<file path="src/rtl/ll_pkg.sv">
// Shared types and default widths for the line-length detection path.
// Default LL_DATA_W matches the summation stage output width.
package ll_pkg;

  localparam int LL_DATA_W = 64;
  localparam int LL_CNT_W  = 8;
  localparam int LL_HOLD_W = 16;
  localparam int LL_EVT_W  = 16;

  typedef enum logic [1:0] {
    IDLE    = 2'd0,
    ARMED   = 2'd1,
    DETECT  = 2'd2,
    HOLDOFF = 2'd3
  } ll_state_t;

endpackage

</file>
<file path="src/rtl/ll_holdoff_timer.sv">
// Post-event holdoff counter: loads the holdoff length, counts down once per
// accepted beat, and flags the final beat so the controller can return to IDLE.
module ll_holdoff_timer
  import ll_pkg::*;
#(
  parameter int HOLD_W = LL_HOLD_W
) (
  input  logic              clk,
  input  logic              rst,
  input  logic              i_load,
  input  logic [HOLD_W-1:0] i_load_val,
  input  logic              i_dec,
  output logic              o_last
);

  logic [HOLD_W-1:0] r_count;

  always_ff @(posedge clk) begin
    if (rst) begin
      r_count <= '0;
    end else if (i_load) begin
      r_count <= i_load_val;
    end else if (i_dec) begin
      // The beat that sees a count of 1 is the last ignored one; park at 0.
      if (r_count <= HOLD_W'(1)) begin
        r_count <= '0;
      end else begin
        r_count <= r_count - HOLD_W'(1);
      end
    end
  end

  assign o_last = (r_count <= HOLD_W'(1));

endmodule

</file>
<file path="src/rtl/ll_detect_ctrl.sv">
// Seizure onset/offset decision on the windowed line-length sum stream.
// Optional event counter enabled by defining LL_EVENT_CNT_EN.
module ll_detect_ctrl
  import ll_pkg::*;
#(
  parameter int DATA_W = LL_DATA_W,
  parameter int CNT_W  = LL_CNT_W,
  parameter int HOLD_W = LL_HOLD_W
`ifdef LL_EVENT_CNT_EN
  ,
  parameter int EVT_W  = LL_EVT_W
`endif
) (
  input  logic                     clk,
  input  logic                     rst,
  input  logic                     en,
  input  logic signed [DATA_W-1:0] sum_in,
  input  logic                     sum_valid,
  output logic                     sum_ready,
  input  logic signed [DATA_W-1:0] thresh_hi,
  input  logic signed [DATA_W-1:0] thresh_lo,
  input  logic        [CNT_W-1:0]  trig_cnt,
  input  logic        [HOLD_W-1:0] holdoff,
  output logic                     detect,
  output logic                     detect_pulse,
  output logic        [1:0]        state_o
`ifdef LL_EVENT_CNT_EN
  ,
  output logic        [EVT_W-1:0]  event_cnt
`endif
);

  ll_state_t        r_state;
  ll_state_t        w_state_next;
  logic [CNT_W-1:0] r_run_cnt;
  logic [CNT_W-1:0] w_run_cnt_next;
  logic [CNT_W-1:0] w_run_inc;
  logic [CNT_W-1:0] w_eff_trig;
  logic             r_detect;
  logic             r_pulse;
  logic             w_detect_next;
  logic             w_pulse_next;
  logic             w_accept;
  logic             w_over;
  logic             w_under;
  logic             w_hold_load;
  logic             w_hold_dec;
  logic             w_hold_last;

  // en is active-low: high freezes the block and withholds ready.
  assign sum_ready  = ~en & ~rst;
  assign w_accept   = sum_valid & sum_ready;
  assign w_over     = (sum_in > thresh_hi);
  assign w_under    = (sum_in < thresh_lo);
  assign w_eff_trig = (trig_cnt == '0) ? CNT_W'(1) : trig_cnt;
  assign w_run_inc  = (&r_run_cnt) ? r_run_cnt : r_run_cnt + CNT_W'(1);

  ll_holdoff_timer #(
    .HOLD_W(HOLD_W)
  ) u_holdoff_timer (
    .clk       (clk),
    .rst       (rst),
    .i_load    (w_accept & w_hold_load),
    .i_load_val(holdoff),
    .i_dec     (w_accept & w_hold_dec),
    .o_last    (w_hold_last)
  );

  // State register, including the registered status outputs.
  always_ff @(posedge clk) begin
    if (rst) begin
      r_state   <= IDLE;
      r_run_cnt <= '0;
      r_detect  <= 1'b0;
      r_pulse   <= 1'b0;
    end else begin
      r_pulse <= w_pulse_next;
      if (w_accept) begin
        r_state   <= w_state_next;
        r_run_cnt <= w_run_cnt_next;
        r_detect  <= w_detect_next;
      end
    end
  end

  // Next-state logic, evaluated for the beat currently presented.
  always_comb begin
    w_state_next   = r_state;
    w_run_cnt_next = r_run_cnt;
    w_hold_load    = 1'b0;
    w_hold_dec     = 1'b0;
    case (r_state)
      IDLE: begin
        if (w_over) begin
          w_run_cnt_next = CNT_W'(1);
          w_state_next   = (w_eff_trig == CNT_W'(1)) ? DETECT : ARMED;
        end else begin
          w_run_cnt_next = '0;
        end
      end
      ARMED: begin
        if (w_over) begin
          w_run_cnt_next = w_run_inc;
          if (w_run_inc >= w_eff_trig) begin
            w_state_next = DETECT;
          end
        end else begin
          w_run_cnt_next = '0;
          w_state_next   = IDLE;
        end
      end
      DETECT: begin
        // Values between the thresholds keep the detection asserted.
        if (w_under) begin
          w_run_cnt_next = '0;
          w_hold_load    = 1'b1;
          w_state_next   = (holdoff == '0) ? IDLE : HOLDOFF;
        end
      end
      HOLDOFF: begin
        w_hold_dec = 1'b1;
        if (w_hold_last) begin
          w_state_next = IDLE;
        end
      end
      default: begin
        w_state_next   = IDLE;
        w_run_cnt_next = '0;
      end
    endcase
  end

  // Output logic: next values of the registered status outputs.
  always_comb begin
    w_detect_next = (w_state_next == DETECT);
    w_pulse_next  = w_accept & (w_state_next == DETECT) & (r_state != DETECT);
  end

  assign detect       = r_detect;
  assign detect_pulse = r_pulse;
  assign state_o      = r_state;

`ifdef LL_EVENT_CNT_EN
  logic [EVT_W-1:0] r_event_cnt;

  always_ff @(posedge clk) begin
    if (rst) begin
      r_event_cnt <= '0;
    end else if (w_pulse_next && !(&r_event_cnt)) begin
      r_event_cnt <= r_event_cnt + EVT_W'(1);
    end
  end

  assign event_cnt = r_event_cnt;
`endif

endmodule
</file>
<file path="config.mk">
export PLATFORM = sky130hd
export DESIGN_NAME = ll_detect_ctrl
export DESIGN_NICKNAME = d
export VERILOG_FILES = /design/src/rtl/ll_pkg.sv /design/src/rtl/ll_holdoff_timer.sv /design/src/rtl/ll_detect_ctrl.sv
export SDC_FILE = /design/constraint.sdc
export NUM_CORES = 1
export LEC_CHECK = 0
export CAP_MARGIN = 10
export CORE_MARGIN = 2
export CORE_UTILIZATION = 45
export CTS_CLUSTER_SIZE = 40
export DETAILED_ROUTE_END_ITERATION = 8
export PLACE_DENSITY_LB_ADDON = 0.1
export REMOVE_ABC_BUFFERS = 1
export SETUP_SLACK_MARGIN = 0.02
export SLEW_MARGIN = 20
export SYNTH_ARGS = -nofsm -noshare
export SYNTH_HDL_FRONTEND = slang
export SYNTH_SLANG_ARGS = --single-unit
export TNS_END_PERCENT = 1
</file>
<file path="constraint.sdc">
create_clock -name clk -period 4.5 [get_ports clk]
set_input_delay 0.9 -clock clk [delete_from_list [all_inputs] [get_ports clk]]
set_output_delay 0.9 -clock clk [all_outputs]
set_load 0.05 [all_outputs]
</file>
After elaboration in Yosys (flattened, before gate mapping). Index checks and enable logic that the tools add are counted.

Add/subtract/negate cells: 2. Magnitude comparators: 4. Equal/unequal tests: 7. Multiplexer cells: 20. Bitwise logic cells: 8. Reduce and logical (&&, ||, !) cells: 7.

Operators with widths (number): 64-bit greater-than comparator (1); 64-bit less-than comparator (1); 16-bit 2-to-1 mux (3); 8-bit 2-to-1 mux (4); 8-bit one-hot mux with 3 select lines (1); 16-bit by 1-bit <= comparator with 1-bit output, second input constant (1); 16-bit zero test (1); 16-bit by 1-bit subtractor with 16-bit output, second input constant (1); 2-bit 2-to-1 mux (7); 8-bit by 1-bit adder with 8-bit output, second input constant (1); 8-bit by 1-bit equality test with 1-bit output, second input constant (1); 8-bit greater-or-equal comparator (1); 8-bit zero test (1); 2-bit one-hot mux with 4 select lines (1); 8-bit AND reduction (1); 1-bit bitwise AND (6); 2-bit equality test, second input constant (3); 1-bit 2-to-1 mux (4); 2-bit != test, second input constant (2); 3-bit AND reduction (1); 3-bit nonzero test (1); 2-bit by 1-bit equality test with 1-bit output, second input constant (1); 2-bit zero test (1); 1-bit inverter (2); 2-bit nonzero test (1).

Bits in registers: 28. Input port bits: 220. Output and inout bits: 5. Word-level logic and storage cells: 53.

Longest topological paths before layout.
Depth after elaboration: 9. Depth in mapped cells: 16. Mapped depth without buffers: 16.

Modules after synthesis. Synthesis repeated with hierarchy kept, for this count alone.

Cell total of the unflattened synthesis: 757. Area total of the unflattened synthesis: 5535.3 um^2.

Modules (own cells, without submodules): ll_detect_ctrl (times used 1, cells an instance 626, area an instance 4458.0 um^2, seq. area each 240.2 um^2); ll_holdoff_timer (times used 1, cells an instance 131, area an instance 1077.3 um^2, seq. area each 320.3 um^2).

Worst setup path before layout. OpenSTA, ideal clock, no wires.

Path kind: input to register. From: in thresh_lo[54]. To: reg r_state[0] (netlist: state_o[0]). Library setup time: 0.123 ns. Arrival: 3.584 ns. Required time: 4.377 ns. Slack: 0.793 ns. Stages: 13. Path buffers: 1. Cells stage by stage: inv_1 -> ha_1 -> and4_1 -> nand2_1 -> or4_4 -> or4_1 -> a31oi_1 -> o31ai_1 -> and2_4 -> buf_6 -> a31oi_1 -> a211oi_2 -> mux2_1.

Cells in the longest elaborated chain, start to end: 3.

Ends and longest elaborated chain: start, declared (RTL line ll_detect_ctrl.sv:21) `input logic signed [DATA_W-1:0] thresh_lo,`; 64-bit less-than comparator (RTL line ll_detect_ctrl.sv:54) `assign w_under = (sum_in < thresh_lo);`; 2-bit 2-to-1 mux (RTL line ll_detect_ctrl.sv:114) `if (w_under) begin`; 2-bit one-hot mux with 4 select lines (RTL line ll_detect_ctrl.sv:92) `case (r_state)`; end signal, assigned (RTL line ll_detect_ctrl.sv:79) `r_state <= w_state_next;`; end, declared (RTL line ll_detect_ctrl.sv:33) `ll_state_t r_state;`.

Every way passes these cells. A chain may end at the register's enable or synchronous reset.

Worst setup path after layout.
From: in thresh_lo[51]. To: reg r_run_cnt[2].

Cells in the longest elaborated chain, start to end: 3.

Ends and longest elaborated chain: 64-bit less-than comparator (RTL line ll_detect_ctrl.sv:54); 2-bit != test (no line); 3-bit AND reduction (no line); end signal, assigned (RTL line ll_detect_ctrl.sv:80) `r_run_cnt <= w_run_cnt_next;`; end, declared (RTL line ll_detect_ctrl.sv:35) `logic [CNT_W-1:0] r_run_cnt;`.

Every way passes these cells.

==> impl_metrics.tcl <==
set metrics [dict create \
    worstMarginPinSlew_ps 840 \
    wl_um 16500 \
    post_cts_buffers 0 \
    viasPerCell 5.52 \
    max_slew_margin_pct 43.3 \
    initial_utilization_pct 46.4 \
    place_congestion 0.919 \
    clockRootBuffer "clkbuf_16" \
    final_max_slew_viol_count 0 \
    cts_resized 0 \
    power_mw 1.03 \
    required_ps 4680 \
    synth_fa_ha_area_share_pct 33.5 \
    std_cell_rows 39 \
    end_kind "register" \
    finalHoldViolCount 0 \
    cts_buffers 3 \
    finalSetupTns_ps 0 \
    ys_seq_elements 28 \
    status "complete, but fails checks" \
    hp-class "reg -> reg" \
    hpwl_um 15000 \
    diodes 0 \
    power_density_mw_per_mm2 131 \
    vias 6053 \
    grt_overflow 0 \
    synth_ff_type "dfxtp_1" \
    h-tree-depth 1 \
    port_buffers 224 \
    peakVddDrop_v 0.000120 \
    start_kind "input port" \
    critPathMaxFanout 11 \
    chipHeight_um 113 \
    slowest_delay_ps 550 \
    synthMuxAreaShare_pct 1.62 \
    synth_xor_area_share_pct 1.15 \
    critPathTopFamily "simple AND/OR/NAND/NOR gates" \
    synth_cells 736 \
    synth_edf_count 0 \
    drc 4 \
    area_growth_pct 46.5 \
    synth_top_area_share_pct 33.5 \
    core_area_mm2 0.0115 \
    syn_area_per_cell_um2 7.26 \
    yosysTopAreaCell "ha_1" \
    grt_pass1_vias 6241 \
    clock_skew_ps 7.94 \
    fin_crit_sh_pct 93.1 \
    synth_compound_area_share_pct 21.6 \
    antenna_found_initial 0 \
    max_freq_mhz 239 \
    grt_max_degree 29 \
    cts_hold_buf 0 \
    synth_simple_gate_area_share_pct 20.1 \
    async_flop_share_pct 0 \
    die_w_um 113 \
    cp_cell_sequence "clkdlybuf4s50_1 -> inv_1 -> ha_1 -> and4_1 -> nand2_1 -> or4_4 -> or4_1 -> a31oi_1 -> or4_2 -> and2_4 -> o21a_1 -> buf_4 -> nand4_1 -> a21oi_1" \
    finalSetupViolCount 0 \
    maxCapViolCount 0 \
    post-route-min-period_ps 4190 \
    drt_iter0_markers 313 \
    clock_latency_ps 260 \
    cp_slowest_cell "or4_1" \
    arrival_ps 4370 \
    ys_warn_count 0 \
    clock_path_buffers 2 \
    cts_tree "yes" \
    fin_nets 1319 \
    synth_common_cells "inv_1 (146), ha_1 (143), a21oi_1 (76)" \
    synthTopCellsByArea "ha_1 (33%), dfxtp_1 (10%), inv_1 (10%), a21oi_1 (7.1%), nand4_1 (3.6%)" \
    io_pins 225 \
    rsz0062_at_grt "false" \
    grtUsageTotal_pct 25.7 \
    syn_area_mm2 0.00535 \
    routedWlPerCell_um 15.1 \
    drtAntennaViolNets 0 \
    critPathBufInv 3 \
    yosysSeqAreaShare_pct 10.5 \
    synth_top_family_by_area "adder cells" \
    firstDrtPassIters 8 \
    violations "design-rule violations" \
    cts.sinks 28 \
    layout-drive-gt1-share_pct 3.14 \
    crit_type "in -> reg" \
    grt_pass1_wl_um 27500 \
    clk_pin_slew_ps 60 \
    leakage_nw 3.84 \
    synth.most_common_cell "inv_1" \
    dieArea_mm2 0.0128 \
    ys_types 57 \
]
==> logic make-up (layout without fill, tap and decap cells) <==
| logic type | Yosys count | count (layout) |
|---|---|---|
| buffers and inverters | 161 | 379 |
| multiplexers | 8 | 8 |
| flip-flops | 28 | 28 |
| adder cells (fa/ha/maj) | 143 | 143 |
| AND/OR/NAND/NOR | 204 | 204 |
| XOR/XNOR | 7 | 7 |
| AO/OA/AOI/OAI | 185 | 185 |
==> metrics by stage <==
stage               worst slack (ps)  instance area [um2]  hold WS, ps  utilization (%)  instances
floorplan                        801                 5280          452                -        721
global placement                 209                 7750          454             67.3       1094
detailed placement              38.2                 7750          473             67.3       1094
CTS                              286                 7830          481             68.0       1097
global route                    93.2                 7830          501             68.0       1097
finish                           309                 7830          479             68.0       1097
==> per-layer routing <==
layer	vias up	part of all wire [%]	global-route usage, %
met3	45	5.5	4.55
met4	0	3.1	8.13
met5	-	0	0
met1	2763	39	27.3
li1	3062	-	-
met2	183	52	50.7
==> worst paths after layout <==
kind,start,endpoint,slack [ps],depth (start not counted)
worst max-delay path,thresh_lo[51],r_run_cnt[2],310,14
worst min-delay path,detect,detect,480,2
worst max register to register,r_run_cnt[0],detect,990,15
worst min register to register,detect,detect,480,2
==> sequential cells by signal (all words and copies together), names as in the netlist <==
signal and flops:
detect_pulse 1, detect 1, r_run_cnt 8, u_holdoff_timer.r_count 16, state_o 2
==> where the power goes <==
part	internal, mW	total (mW)	switching [mW]
logic	0.323	0.570	0.246
clock network	0.118	0.200	0.0824
registers	0.251	0.256	0.00492
==> tightest hold or removal path: stages, from the launching register on <==
cell	delay [ps]
dfxtp_1	320
nand2_1	60
o31ai_1	60
==> cell usage in the layout, fill, tap and decap left out, types with 4 or more instances in the layout <==
cell type / synthesis / layout
clkdlybuf4s50_1: 0 / 224
inv_1: 146 / 146
ha_1: 143 / 143
a21oi_1: 76 / 76
nor2_1: 46 / 46
nand2_1: 36 / 36
nand4_1: 31 / 31
o21ai_0: 30 / 30
dfxtp_1: 28 / 28
a21o_1: 25 / 25
nand3_1: 23 / 23
nor4_1: 16 / 16
a211oi_1: 16 / 16
nor3_1: 13 / 13
o21a_1: 7 / 7
xnor2_1: 7 / 7
or3_1: 6 / 6
or2_2: 6 / 6
a221oi_1: 5 / 5
and4_1: 5 / 5
o31ai_1: 5 / 5
buf_4: 0 / 5
mux2_2: 4 / 4
a31oi_1: 4 / 4
==> area by class of cell <==
cell class / count / area (um2)
timing repair buffer: 230 / 2300
sequential: 28 / 561
tap: 143 / 179
clock buffer: 3 / 75.1
multi-input combinational: 547 / 4170
inverter: 146 / 548
fill: 964 / 3690
(Power assumes the default switching activity.)
